===== src/rtl/nba_logic_pipe.sv =====
`default_nettype none
// ============================================================================
// Module      : nba_logic_pipe
// Description : Two-stage valid/ready logic pipe: (a&b, c^d) combined by mode.
// Revision    : 1.0 - initial release
// ============================================================================
module nba_logic_pipe #(
    parameter int WIDTH = 8,
    parameter int CNT_W = 16
) (
    input  logic             clk,
    input  logic             rst_n,
    input  logic             in_valid,
    output logic             in_ready,
    input  logic [WIDTH-1:0] a,
    input  logic [WIDTH-1:0] b,
    input  logic [WIDTH-1:0] c,
    input  logic [WIDTH-1:0] d,
    input  logic [1:0]       mode,
    output logic             out_valid,
    input  logic             out_ready,
    output logic [WIDTH-1:0] y,
    output logic [CNT_W-1:0] out_cnt
);

    localparam logic [1:0] c_MODE_OR   = 2'b00;
    localparam logic [1:0] c_MODE_AND  = 2'b01;
    localparam logic [1:0] c_MODE_XOR  = 2'b10;
    localparam logic [1:0] c_MODE_NOR  = 2'b11;

    logic             r_v1;
    logic [WIDTH-1:0] r_t1;
    logic [WIDTH-1:0] r_t2;
    logic [1:0]       r_mode;
    logic             r_out_valid;
    logic [WIDTH-1:0] r_y;
    logic [CNT_W-1:0] r_out_cnt;

    logic             w_adv2;
    logic             w_in_xfer;
    logic             w_out_xfer;
    logic [WIDTH-1:0] w_comb;

    // Stage 2 can take the stage-1 word whenever it is empty or draining.
    assign w_adv2     = r_v1 & (~r_out_valid | out_ready);
    assign in_ready   = ~r_v1 | w_adv2;
    assign w_in_xfer  = in_valid & in_ready;
    assign w_out_xfer = r_out_valid & out_ready;

    always_comb begin
        w_comb = '0;
        case (r_mode)
            c_MODE_OR:  w_comb = r_t1 | r_t2;
            c_MODE_AND: w_comb = r_t1 & r_t2;
            c_MODE_XOR: w_comb = r_t1 ^ r_t2;
            c_MODE_NOR: w_comb = ~(r_t1 | r_t2);
            default:    w_comb = '0;
        endcase
    end

    always_ff @(posedge clk or negedge rst_n) begin
        if (!rst_n) begin
            r_v1   <= 1'b0;
            r_t1   <= '0;
            r_t2   <= '0;
            r_mode <= 2'b00;
        end else if (w_in_xfer) begin
            r_v1   <= 1'b1;
            r_t1   <= a & b;
            r_t2   <= c ^ d;
            r_mode <= mode;
        end else if (w_adv2) begin
            r_v1   <= 1'b0;
        end
    end

    always_ff @(posedge clk or negedge rst_n) begin
        if (!rst_n) begin
            r_out_valid <= 1'b0;
            r_y         <= '0;
        end else if (w_adv2) begin
            r_out_valid <= 1'b1;
            r_y         <= w_comb;
        end else if (w_out_xfer) begin
            r_out_valid <= 1'b0;
        end
    end

    always_ff @(posedge clk or negedge rst_n) begin
        if (!rst_n) begin
            r_out_cnt <= '0;
        end else if (w_out_xfer) begin
            r_out_cnt <= r_out_cnt + 1'b1;
        end
    end

    assign out_valid = r_out_valid;
    assign y         = r_y;
    assign out_cnt   = r_out_cnt;

endmodule
`default_nettype wire


===== config.mk =====
export PLATFORM = sky130hd
export DESIGN_NAME = nba_logic_pipe
export DESIGN_NICKNAME = d
export VERILOG_FILES = /design/src/rtl/nba_logic_pipe.sv
export SDC_FILE = /design/constraint.sdc
export NUM_CORES = 1
export LEC_CHECK = 0
export CAP_MARGIN = 40
export CORE_AREA = 2 2 75 77
export CTS_CLUSTER_SIZE = 8
export DETAILED_ROUTE_END_ITERATION = 10
export DIE_AREA = 0 0 77 79
export PLACE_DENSITY = 0.71
export SETUP_SLACK_MARGIN = 0.2
export SYNTH_ARGS = -nofsm -noshare
export SYNTH_HDL_FRONTEND = slang
export SYNTH_SLANG_ARGS = --single-unit

===== constraint.sdc =====
create_clock -name clk -period 4.8 [get_ports clk]
set_input_delay 0.48 -clock clk [delete_from_list [all_inputs] [get_ports clk]]
set_output_delay 0.48 -clock clk [all_outputs]
set_load 0.005 [all_outputs]

**After elaboration in Yosys (flattened, before gate mapping)**

Cells that the tools add are included.

- Memories kept: 0
- Register bits after elaboration: 44
- Bits in latches: 0
- Bits in writable memories: 0
- Memory bits (read-only): 0
- Input port bits: 38
- Logic and storage cells: 32

- Mux-type cells: 5
- Shift operators: 0
- Multipliers: 0
- Equality and inequality tests: 3
- Add/subtract/negate cells: 1
- Bitwise operators: 13
- Reductions and logical operators: 3
- Divide/modulo/power cells: 0
- Order comparisons: 0

Operator list:

| kind | count |
|---|---|
| $pmux W8 S4 | 1 |
| $add A16 B1 Y16 const B | 1 |
| $and A8 B8 Y8 | 2 |
| $xor A8 B8 Y8 | 2 |
| $not A8 Y8 | 1 |
| $or A8 B8 Y8 | 1 |
| $eq A2 B2 Y1 const B | 2 |
| $mux W1 | 4 |
| $reduce_bool A2 Y1 | 2 |
| $and A1 B1 Y1 | 3 |
| $eq A2 B1 Y1 const B | 1 |
| $logic_not A2 Y1 | 1 |
| $not A1 Y1 | 2 |
| $or A1 B1 Y1 | 2 |

**Depth between registers and ports, before layout**

Gate-level depths: netlist of the first run.

- Depth in word-level cells: 6
- Depth in mapped cells: 6
- Mapped depth without buffers: 6

**Worst setup path after synthesis of the first run**

Ideal clock, no wire load.

- Path type: input to register
- Start: input port out_ready
- End: register r_out_cnt[15] (netlist: out_cnt[15])
- Stages: 5
- Setup time: 79 ps
- Arrival: 1576 ps
- Path slack: 3145 ps
- Path buffers: 1
- Data required time: 4721 ps
- Cells stage by stage: nand2_2 -> or4_4 -> buf_6 -> nor4_4 -> xor2_1

- Cells in the longest elaborated chain, start to end: 1

Ends and longest elaborated chain:

| item | line | source |
|---|---|---|
| start: declaration | 21 | `input logic out_ready,` |
| $and A1 B1 Y1 | 48 | `assign w_out_xfer = r_out_valid & out_ready;` |
| end signal: assignment | 93 | `r_out_cnt <= r_out_cnt + 1'b1;` |
| end: declaration | 37 | `logic [CNT_W-1:0] r_out_cnt;` |

Every way passes these cells.
A chain may end at the register's enable or synchronous reset.

**Worst setup path after layout of the first run**

- Start: input port out_ready
- End: output port in_ready

- Cells in the longest elaborated chain, start to end: 3

Ends and longest elaborated chain:

| item | line | source |
|---|---|---|
| $or A1 B1 Y1 | 45 | `assign w_adv2 = r_v1 & (~r_out_valid \| out_ready);` |
| $and A1 B1 Y1 | 45 |  |
| $or A1 B1 Y1 | 46 | `assign in_ready = ~r_v1 \| w_adv2;` |
| end: declaration | 14 | `output logic in_ready,` |

Every way passes these cells.

==> results of run 1 <==
power by group:
| group | switching (mW) | internal (mW) | total (mW) |
|---|---|---|---|
| logic | 0.134 | 0.218 | 0.352 |
| clock network | 0.122 | 0.154 | 0.276 |
| registers | 0.0716 | 0.445 | 0.517 |
| total | 0.327 | 0.818 | 1.14 |
logic make-up (layout without fill, tap and decap cells):
| kind of cell | after synthesis | after routing |
|---|---|---|
| and+or+nand+nor | 71 | 71 |
| muxes | 15 | 15 |
| xor gates and xnor gates | 23 | 23 |
| buffers and inverters | 31 | 95 |
| adders and majority gates | 17 | 17 |
| AOI/OAI and AO/OA | 40 | 40 |
| DFF | 44 | 44 |
critical path: cells and delay by family:
kind          cells  cell delay (ns)
buf+inv           2             1.07
simple gates      1             0.18
flip-flops by register name (all words and copies together), names as in the netlist:
register and flops:
r_mode 2, out_cnt 16, out_valid 1, r_v1 1
r_t2 8, y 8, r_t1 8
cell usage in the layout, fill, tap and decap left out, types with 2 or more instances in the layout:
| cell type | Yosys | final |
|---|---|---|
| clkdlybuf4s50_1 | 0 | 62 |
| dfrtp_1 | 44 | 44 |
| nand2_1 | 34 | 34 |
| inv_1 | 22 | 22 |
| o21ai_0 | 20 | 20 |
| ha_1 | 17 | 17 |
| xor2_1 | 16 | 16 |
| nor2_1 | 14 | 14 |
| a21oi_1 | 12 | 12 |
| mux2_2 | 11 | 11 |
| xnor2_1 | 7 | 7 |
| nand3_1 | 6 | 6 |
| clkbuf_8 | 0 | 5 |
| mux2i_1 | 4 | 4 |
| nor2b_1 | 4 | 4 |
| o211ai_1 | 4 | 4 |
| o31ai_1 | 4 | 4 |
| and4_1 | 2 | 2 |
| and3_1 | 2 | 2 |
| nand2b_1 | 2 | 2 |
metal layers:
layer  GRT usage  routed length (microns)  vias to the layer above
li1            -                        -                      915
met1       0.173                     1850                      846
met2       0.299                     2290                       31
met3      0.0318                      153                        8
met4      0.0571                       78                        0
met5           0                        0                        -
how the worst max path moves through the flow:
stage / cells after the start / endpoint / startpoint
detailed placement: 5 / r_mode[1] / out_ready
CTS: 3 / in_ready / out_ready
floorplan: 5 / out_cnt[15] / out_ready
global route: 3 / in_ready / out_ready
global placement: 4 / r_mode[0] / out_ready
finish: 3 / in_ready / out_ready
cell type report:
cell class / instances / area share
clock buffer: 6 / 0.0228
clock inverter: 2 / 0.0110
inverter: 22 / 0.0259
multi-input combinational: 166 / 0.358
sequential: 44 / 0.346
tap: 72 / 0.0283
timing repair buffer: 65 / 0.208
per-stage QoR:
step,area [sq um],utilization
2_1_floorplan,2370,-
3_3_place_gp,3040,0.570
3_5_place_dp,3080,0.576
4_1_cts,3180,0.596
5_1_grt,3180,0.596
6_report,3180,0.596
==> reports/metrics.json, run 1 <==
{
  "synth_top_family_by_area": "simple AND/OR/NAND/NOR gates",
  "clock_skew_ns": 0.00875,
  "leakage_nw": 1.47,
  "yosysMostFrequentCell": "dfrtp_1",
  "area_growth_syn_to_layout_pct": 34.5,
  "number_of_fillers_in_the_final_layout": 495,
  "crit-reg2reg-launch": "r_mode[0]",
  "yosys_most_used_dff": "dfrtp_1",
  "detailedRoute.firstPassIterationCount": 4,
  "final_total_negative_setup_slack_ns": 0,
  "cts.htree.levels": 2,
  "yosys.area_share.xor_xnor": 0.0851,
  "post-synth-top-area-fraction": 0.465,
  "global_router_s_overall_resource_usage": 0.157,
  "synth.largest_area_cell": "dfrtp_1",
  "wire_length_of_the_first_global_routing_pass_microns": 7710,
  "timing.reg2reg.setup_slack_ns": 3.03,
  "mapped_avg_cell_area_sq_um": 9.82,
  "hold_ws_ns": 0.0792,
  "cts.repair.resized": 0,
  "tritoncts": "built",
  "main_area_contributors_after_synthesis": "dfrtp_1 (47%), ha_1 (9.0%), xor2_1 (5.9%), nand2_1 (5.4%), mux2_2 (5.2%)",
  "grt_pass1_vias": 1821,
  "worst-slew-pin-transition_ns": 0.744,
  "period_minus_slack_ns": 2.20,
  "synth_sequential_area_ratio": 0.465,
  "maximum_count_of_clock_buffers_along_a_single_path": 2,
  "number_of_clock_buffers_inserted_by_tritoncts": 5,
  "fmax_mhz": 454,
  "synth-seq-cells": 44,
  "post-cts-setup-buffer-count": 0,
  "dp_worst_setup_slack_ns": 2.50,
  "post_synth_fa_ha_maj_area_fraction": 0.0899,
  "synthCells": 241,
  "mappedNetlistNets": 296,
  "dp_cells": 369,
  "layout_setup_ws_ns": 2.60,
  "finalSetupViolations": 0,
  "drt_iter0_markers": 44,
  "wl_microns": 4370,
  "netlist_cell_types": 28,
  "netlist_area_sq_um": 2370,
  "crit-reg2reg-capture": "y[2]",
  "critical_path_arrival_ns": 1.72,
  "core_sq_um": 5340,
  "die_x_microns": 77,
  "worstPathRequired_ns": 4.32,
  "critPathSlowestCell": "clkdlybuf4s50_1",
  "final_standard_cell_count_with_taps_included_and_fillers_excluded": 377,
  "gp_congestion": 0.747,
  "worst_r2r_path_depth": 4,
  "die_area_sq_um": 6080,
  "worst_path_most_repeated_cell": "clkdlybuf4s50_1",
  "max_stage_delay_on_crit_path_ns": 0.54,
  "clock_sinks": 44,
  "cts_root_buf": "clkbuf_8",
  "portBuffers": 63,
  "clk-insertion-delay-late_ns": 0.29,
  "clk_pin_slew_worst_paths_ns": 0.08,
  "postCtsHoldBufs": 0,
  "grt-ovfl-total": 0,
  "p_per_area_nw_per_um2": 360,
  "vias_per_instance": 4.77,
  "edff_count_synth": 0,
  "nets": 359,
  "timing.final.max_slew_violations": 0,
  "cell_types_with_the_highest_counts_after_synthesis": "dfrtp_1 (44), nand2_1 (34), inv_1 (22)",
  "route.detailed.drc": 0,
  "holdCritPathClass": "input port to async pin",
  "drtAntennaViolNets": 0,
  "muxShareOfSynthArea": 0.0692,
  "rsz_0062_raised_after_global_routing": "no",
  "synth_simple_gate_area_share": 0.145,
  "largest_net_degree_at_the_start_of_global_routing": 32,
  "antenna_cells_inserted": 0,
  "post-layout-total-power_mw": 1.14,
  "crit_chain": "clkdlybuf4s50_1, nand3b_1, clkdlybuf4s50_1",
  "rows": 27,
  "run_status": "finished, final reports clean",
  "ir_worst_vdd_uv": 190,
  "initial_core_util": 0.444,
  "ios": 64,
  "chipHeight_microns": 79,
  "worst_slew_margin_rel": 0.504,
  "regArea_sq_um": 1100,
  "num_vias": 1800,
  "cp_max_fo": 4,
  "routed_wire_length_per_instance_microns": 11.6,
  "critical_path.startpoint_type": "input port",
  "asyncSetResetFlopFracSynth": 1.00,
  "setup.worst_path.end_class": "output port",
  "report.final.hold_viol_count": 0,
  "multi_input_area_sq_um": 1140,
  "hpwl_microns": 3370,
  "post_route_cells_drive_above_1_share": 0.0787,
  "fin_crit_sh": 0.459,
  "drv_cap": 0,
  "yosysWarningCount": 0,
  "synth-compound-area-share": 0.0930,
  "grt_antenna_before_repair": 0,
  "class_of_the_most_critical_setup_path": "input port to output port"
}
Note: power is estimated with default switching activity, not from simulation.
==> run 2: changes to the inputs <==
==> constraint.sdc (replaced) <==
create_clock -name clk -period 2.1 [get_ports clk]
set_input_delay 0.21 -clock clk [delete_from_list [all_inputs] [get_ports clk]]
set_output_delay 0.21 -clock clk [all_outputs]
set_load 0.005 [all_outputs]
==> run 2 against run 1 <==
- power increased by 120%
- sequential power increased by 130%
- global-route usage increased by 0.73 points
- flip-flop and latch count unchanged
- combinational power increased by 130%
==> reports/metrics.json, run 2 (synthesized netlist as in run 1, its figures left out) <==
{
  "run_status": "finished, final reports clean",
  "grt-ovfl-total": 0,
  "report.final.hold_viol_count": 0,
  "worst-slew-pin-transition_ns": 0.615,
  "regArea_sq_um": 1100,
  "drv_cap": 0,
  "multi_input_area_sq_um": 1140,
  "post_route_cells_drive_above_1_share": 0.0906,
  "leakage_nw": 1.47,
  "portBuffers": 63,
  "grt_antenna_before_repair": 0,
  "die_area_sq_um": 6080,
  "clk-insertion-delay-late_ns": 0.29,
  "post-layout-total-power_mw": 2.49,
  "cp_max_fo": 5,
  "fmax_mhz": 606,
  "cts_root_buf": "clkbuf_8",
  "holdCritPathClass": "input port to flip-flop",
  "cts.htree.levels": 2,
  "hpwl_microns": 3540,
  "class_of_the_most_critical_setup_path": "input port to flip-flop",
  "vias_per_instance": 4.71,
  "p_per_area_nw_per_um2": 785,
  "global_router_s_overall_resource_usage": 0.164,
  "drtAntennaViolNets": 0,
  "antenna_cells_inserted": 0,
  "area_growth_syn_to_layout_pct": 34.2,
  "number_of_fillers_in_the_final_layout": 501,
  "largest_net_degree_at_the_start_of_global_routing": 28,
  "critical_path_arrival_ns": 1.87,
  "clock_skew_ns": 0.00511,
  "setup.worst_path.end_class": "flip-flop",
  "final_total_negative_setup_slack_ns": 0,
  "grt_pass1_vias": 1825,
  "finalSetupViolations": 0,
  "largest_reg_flops": 16,
  "period_minus_slack_ns": 1.65,
  "ios": 64,
  "nets": 364,
  "rsz_0062_raised_after_global_routing": "no",
  "layout.cells.most_common_list": "clkdlybuf4s50_1 (62), dfrtp_1 (44), nand2_1 (34)",
  "worst_slew_margin_rel": 0.590,
  "drt_iter0_markers": 75,
  "num_vias": 1795,
  "worstPathRequired_ns": 2.32,
  "core_sq_um": 5340,
  "ir_worst_vdd_uv": 390,
  "initial_core_util": 0.444,
  "critical_path.startpoint_type": "input port",
  "wl_microns": 4440,
  "gp_congestion": 0.813,
  "route.detailed.drc": 0,
  "timing.final.max_slew_violations": 0,
  "maximum_count_of_clock_buffers_along_a_single_path": 2,
  "chipHeight_microns": 79,
  "wire_length_of_the_first_global_routing_pass_microns": 8020,
  "die_x_microns": 77,
  "most_common_cell_after_layout_fill_and_taps_aside": "clkdlybuf4s50_1",
  "hold_ws_ns": 0.461,
  "rows": 27,
  "routed_wire_length_per_instance_microns": 11.7,
  "clk_pin_slew_worst_paths_ns": 0.08,
  "fin_crit_sh": 0.786,
  "number_of_clock_buffers_inserted_by_tritoncts": 5,
  "clock_sinks": 44,
  "detailedRoute.firstPassIterationCount": 4,
  "tritoncts": "built"
}
## run 2: path summary, 6_finish.rpt
kind	start	cells past startpoint	to	slack [ns]
min reg2reg	out_cnt[15]	1	out_cnt[15]	0.47
min in group asynchronous	rst_n	2	r_t1[6]	0.47
max reg2reg	out_valid	4	out_cnt[15]	0.45
max	out_ready	5	out_cnt[15]	0.45
max in group asynchronous	rst_n	3	out_cnt[1]	1.06
min	b[3]	3	r_t1[3]	0.46
## run 2: metal layers
layer  part of all wire  global-route usage
met1               0.43               0.199
met2               0.52               0.295
met3              0.040              0.0341
met4              0.012              0.0536
met5                  0                   0
## run 2: layout make-up
| cell class | count | area share |
|---|---|---|
| multi-input cells | 166 | 0.359 |
| flip-flops and latches | 44 | 0.347 |
| repair buffers | 70 | 0.214 |
| well taps | 72 | 0.0284 |
| inverters | 22 | 0.0260 |
| clock buffers | 5 | 0.0217 |
| clock inverters | 2 | 0.00394 |
## run 2: what timing repair did
action | CTS | global route
resized for setup | 0 | 0
endpoints found under the hold margin | 25 | 0
setup buffers | 0 | 0
hold buffers | 1 | 0
## run 2: stage by stage
| step | worst slack, ns | utilization | area (sq um) | cells |
|---|---|---|---|---|
| 6_report | 0.449 | 0.595 | 3180 | 381 |
| 5_1_grt | 0.319 | 0.595 | 3180 | 381 |
| 4_1_cts | 0.423 | 0.595 | 3180 | 381 |
| 3_5_place_dp | 0.132 | 0.578 | 3090 | 373 |
| 3_3_place_gp | 0.195 | 0.578 | 3090 | 373 |
| 2_1_floorplan | 0.493 | - | 2370 | 241 |
## run 2: report_power, final
group | leakage (nW) | internal [mW] | switching, mW
Sequential | 0.547 | 1.02 | 0.162
Combinational | 0.881 | 0.504 | 0.313
Clock | 0.0400 | 0.225 | 0.272
## run 2: worst max-delay path, stage by stage
cell             delay, ns
clkdlybuf4s50_1       0.52
nand2_2               0.10
or4_4                 0.58
nor4_4                0.29
xor2_1                0.17
==> run 3: changes to the inputs <==
--- a/config.mk
+++ b/config.mk
@@ -6,10 +6,10 @@
 export NUM_CORES = 1
 export LEC_CHECK = 0
 export CAP_MARGIN = 40
-export CORE_AREA = 2 2 75 77
+export CORE_AREA = 2 2 77 79
 export CTS_CLUSTER_SIZE = 8
 export DETAILED_ROUTE_END_ITERATION = 10
-export DIE_AREA = 0 0 77 79
+export DIE_AREA = 0 0 79 81
 export PLACE_DENSITY = 0.71
 export SETUP_SLACK_MARGIN = 0.2
 export SYNTH_ARGS = -nofsm -noshare
==> constraint.sdc (replaced) <==
create_clock -name clk -period 1.5 [get_ports clk]
set_input_delay 0.15 -clock clk [delete_from_list [all_inputs] [get_ports clk]]
set_output_delay 0.15 -clock clk [all_outputs]
set_load 0.005 [all_outputs]
==> run 3 against run 2 <==
- the run now ends with setup timing left
- critical path depth is 1 higher
- clock skew is 0.0028 ns higher
- flip-flop and latch count stayed put
- clock power is 83% higher
- core utilization is 9.4 points higher
- count of clock-buffer cells in the layout is 1 higher
- first-iteration DRC count is 19% lower
- cell count is 15% higher
==> reports/metrics.json, run 3 (synthesized netlist as in run 1, its figures left out) <==
{
  "drv_cap": 0,
  "use_met3": 0.0344,
  "clock_sinks": 44,
  "grt_pass1_vias": 1952,
  "critical_path_arrival_ns": 1.73,
  "detailedRoute.firstPassIterationCount": 4,
  "largest_net_degree_at_the_start_of_global_routing": 45,
  "number_of_clock_buffers_inserted_by_tritoncts": 5,
  "maximum_count_of_clock_buffers_along_a_single_path": 2,
  "p_per_area_nw_per_um2": 1090,
  "cp_max_fo": 2,
  "finalSetupViolations": 1,
  "grt_antenna_before_repair": 0,
  "layout.cells.most_common_list": "buf_4 (47), dfrtp_1 (40), clkdlybuf4s50_1 (36)",
  "drt_iter0_markers": 61,
  "clk-insertion-delay-late_ns": 0.30,
  "drtAntennaViolNets": 0,
  "min-delay-start": "b[4]",
  "tritoncts": "built",
  "dp_cells": 391,
  "ir_worst_vdd_uv": 724,
  "global_router_s_overall_resource_usage": 0.170,
  "grt-busiest-layer": "met2",
  "largest_reg_flops": 16,
  "antenna_cells_inserted": 0,
  "most_common_cell_after_layout_fill_and_taps_aside": "buf_4",
  "core_sq_um": 5680,
  "global_route.usage.met2": 0.317,
  "crit-reg2reg-launch": "r_t1[5]",
  "clk_pin_slew_worst_paths_ns": 0.09,
  "timing.final.max_slew_violations": 0,
  "violated_checks": "setup timing",
  "portBuffers": 63,
  "initial_core_util": 0.417,
  "setup.worst_path.end_class": "flip-flop",
  "die_x_microns": 79,
  "worst-slew-pin-transition_ns": 0.552,
  "leakage_nw": 1.92,
  "cts.htree.levels": 2,
  "layout_setup_ws_ns": -0.0320,
  "dp_worst_setup_slack_ns": -0.131,
  "class_of_the_most_critical_setup_path": "flip-flop to flip-flop",
  "critPathLaunch": "r_t1[5]",
  "area_growth_syn_to_layout_pct": 65.2,
  "nets": 417,
  "wl_microns": 5750,
  "critical_path.startpoint_type": "flip-flop",
  "report.final.hold_viol_count": 0,
  "num_vias": 2105,
  "fin_crit_sh": 1.02,
  "post_route_cells_drive_above_1_share": 0.353,
  "clock_skew_ns": 0.00796,
  "fmax_mhz": 653,
  "ios": 64,
  "final_standard_cell_count_with_taps_included_and_fillers_excluded": 438,
  "run_status": "finished, violations left",
  "cts_root_buf": "clkbuf_8",
  "gp_congestion": 0.818,
  "period_minus_slack_ns": 1.53,
  "use_met1": 0.203,
  "hpwl_microns": 3530,
  "wire_length_of_the_first_global_routing_pass_microns": 8670,
  "grt-ovfl-total": 0,
  "rsz_0062_raised_after_global_routing": "yes",
  "placement.cell_area_sq_um": 3250,
  "route.detailed.drc": 0,
  "layout.cell_area.non_filler_sq_um": 3910,
  "rows": 28,
  "vias_per_instance": 4.81,
  "chipHeight_microns": 81,
  "post-layout-total-power_mw": 4.27,
  "die_area_sq_um": 6400,
  "worstPathRequired_ns": 1.70,
  "worst_slew_margin_rel": 0.632,
  "routed_wire_length_per_instance_microns": 13.1,
  "postLayoutCoreUtil": 0.689,
  "holdCritPathClass": "input port to flip-flop"
}
==> run 3: cell count changes in the layout (fill, tap and decap cells not counted), moves of 10 or more <==
cell / delta
dlygate4sd2_1: +24
buf_4: +41
clkdlybuf4s50_1: -26
nor2_1: -10
nand2_1: -12
o21ai_1: +12
nor2_4: +10
o21ai_0: -14
==> run 3: final timing paths <==
kind,end,depth (start not counted),slack [ns]
worst min-delay path,r_t1[4],3,0.38
worst min register to register,y[2],1,0.51
max in group asynchronous,r_mode[0],3,0.64
worst max-delay path,y[5],6,-0.03
worst max register to register,y[5],6,-0.03
min in group asynchronous,r_t1[4],3,0.46
==> run 3: metrics by stage <==
step / setup TNS, ns / hold slack [ns]
after global routing: -0.350 / 0.388
after floorplan: 0 / -0.146
after detailed placement: -1.02 / 0.268
after global placement: -0.477 / 0.265
after CTS: 0 / 0.381
final: -0.0320 / 0.376
==> run 3: layout make-up <==
type                    instances  area, sq um
well taps                      75         93.8
multi-input cells             166         1390
repair buffers                123         1130
fillers                       436         1760
flip-flops and latches         44         1110
clock buffers                   6         72.6
inverters                      22         82.6
clock inverters                 2         35.0
==> run 3: per-layer routing <==
metal,up-vias,share of wire
met5,-,0
li1,1037,-
met2,34,0.55
met3,12,0.035
met4,0,0.017
met1,1022,0.40
==> run 3: what timing repair did <==
item                                    in CTS  in global routing
setup buffers                               24                 11
hold buffers                                 1                  0
endpoints found under the setup margin      42                 39
endpoints found under the hold margin       44                  0
pin swaps                                    7                 14
resized for setup                           50                 60
gates cloned                                 0                  3
==> run 3: power by group <==
part           internal [mW]  switching [mW]  total, mW
combinational           1.03           0.721       1.75
sequential              1.43           0.184       1.61
clock                  0.495           0.414      0.909
==> run 3: critical path, cell delays in order, from the launching register on <==
cell and delay, ns:
dfrtp_1 0.39, buf_4 0.13, buf_4 0.13, ha_1 0.20
mux2i_1 0.24, o21ai_2 0.08, mux2_4 0.27
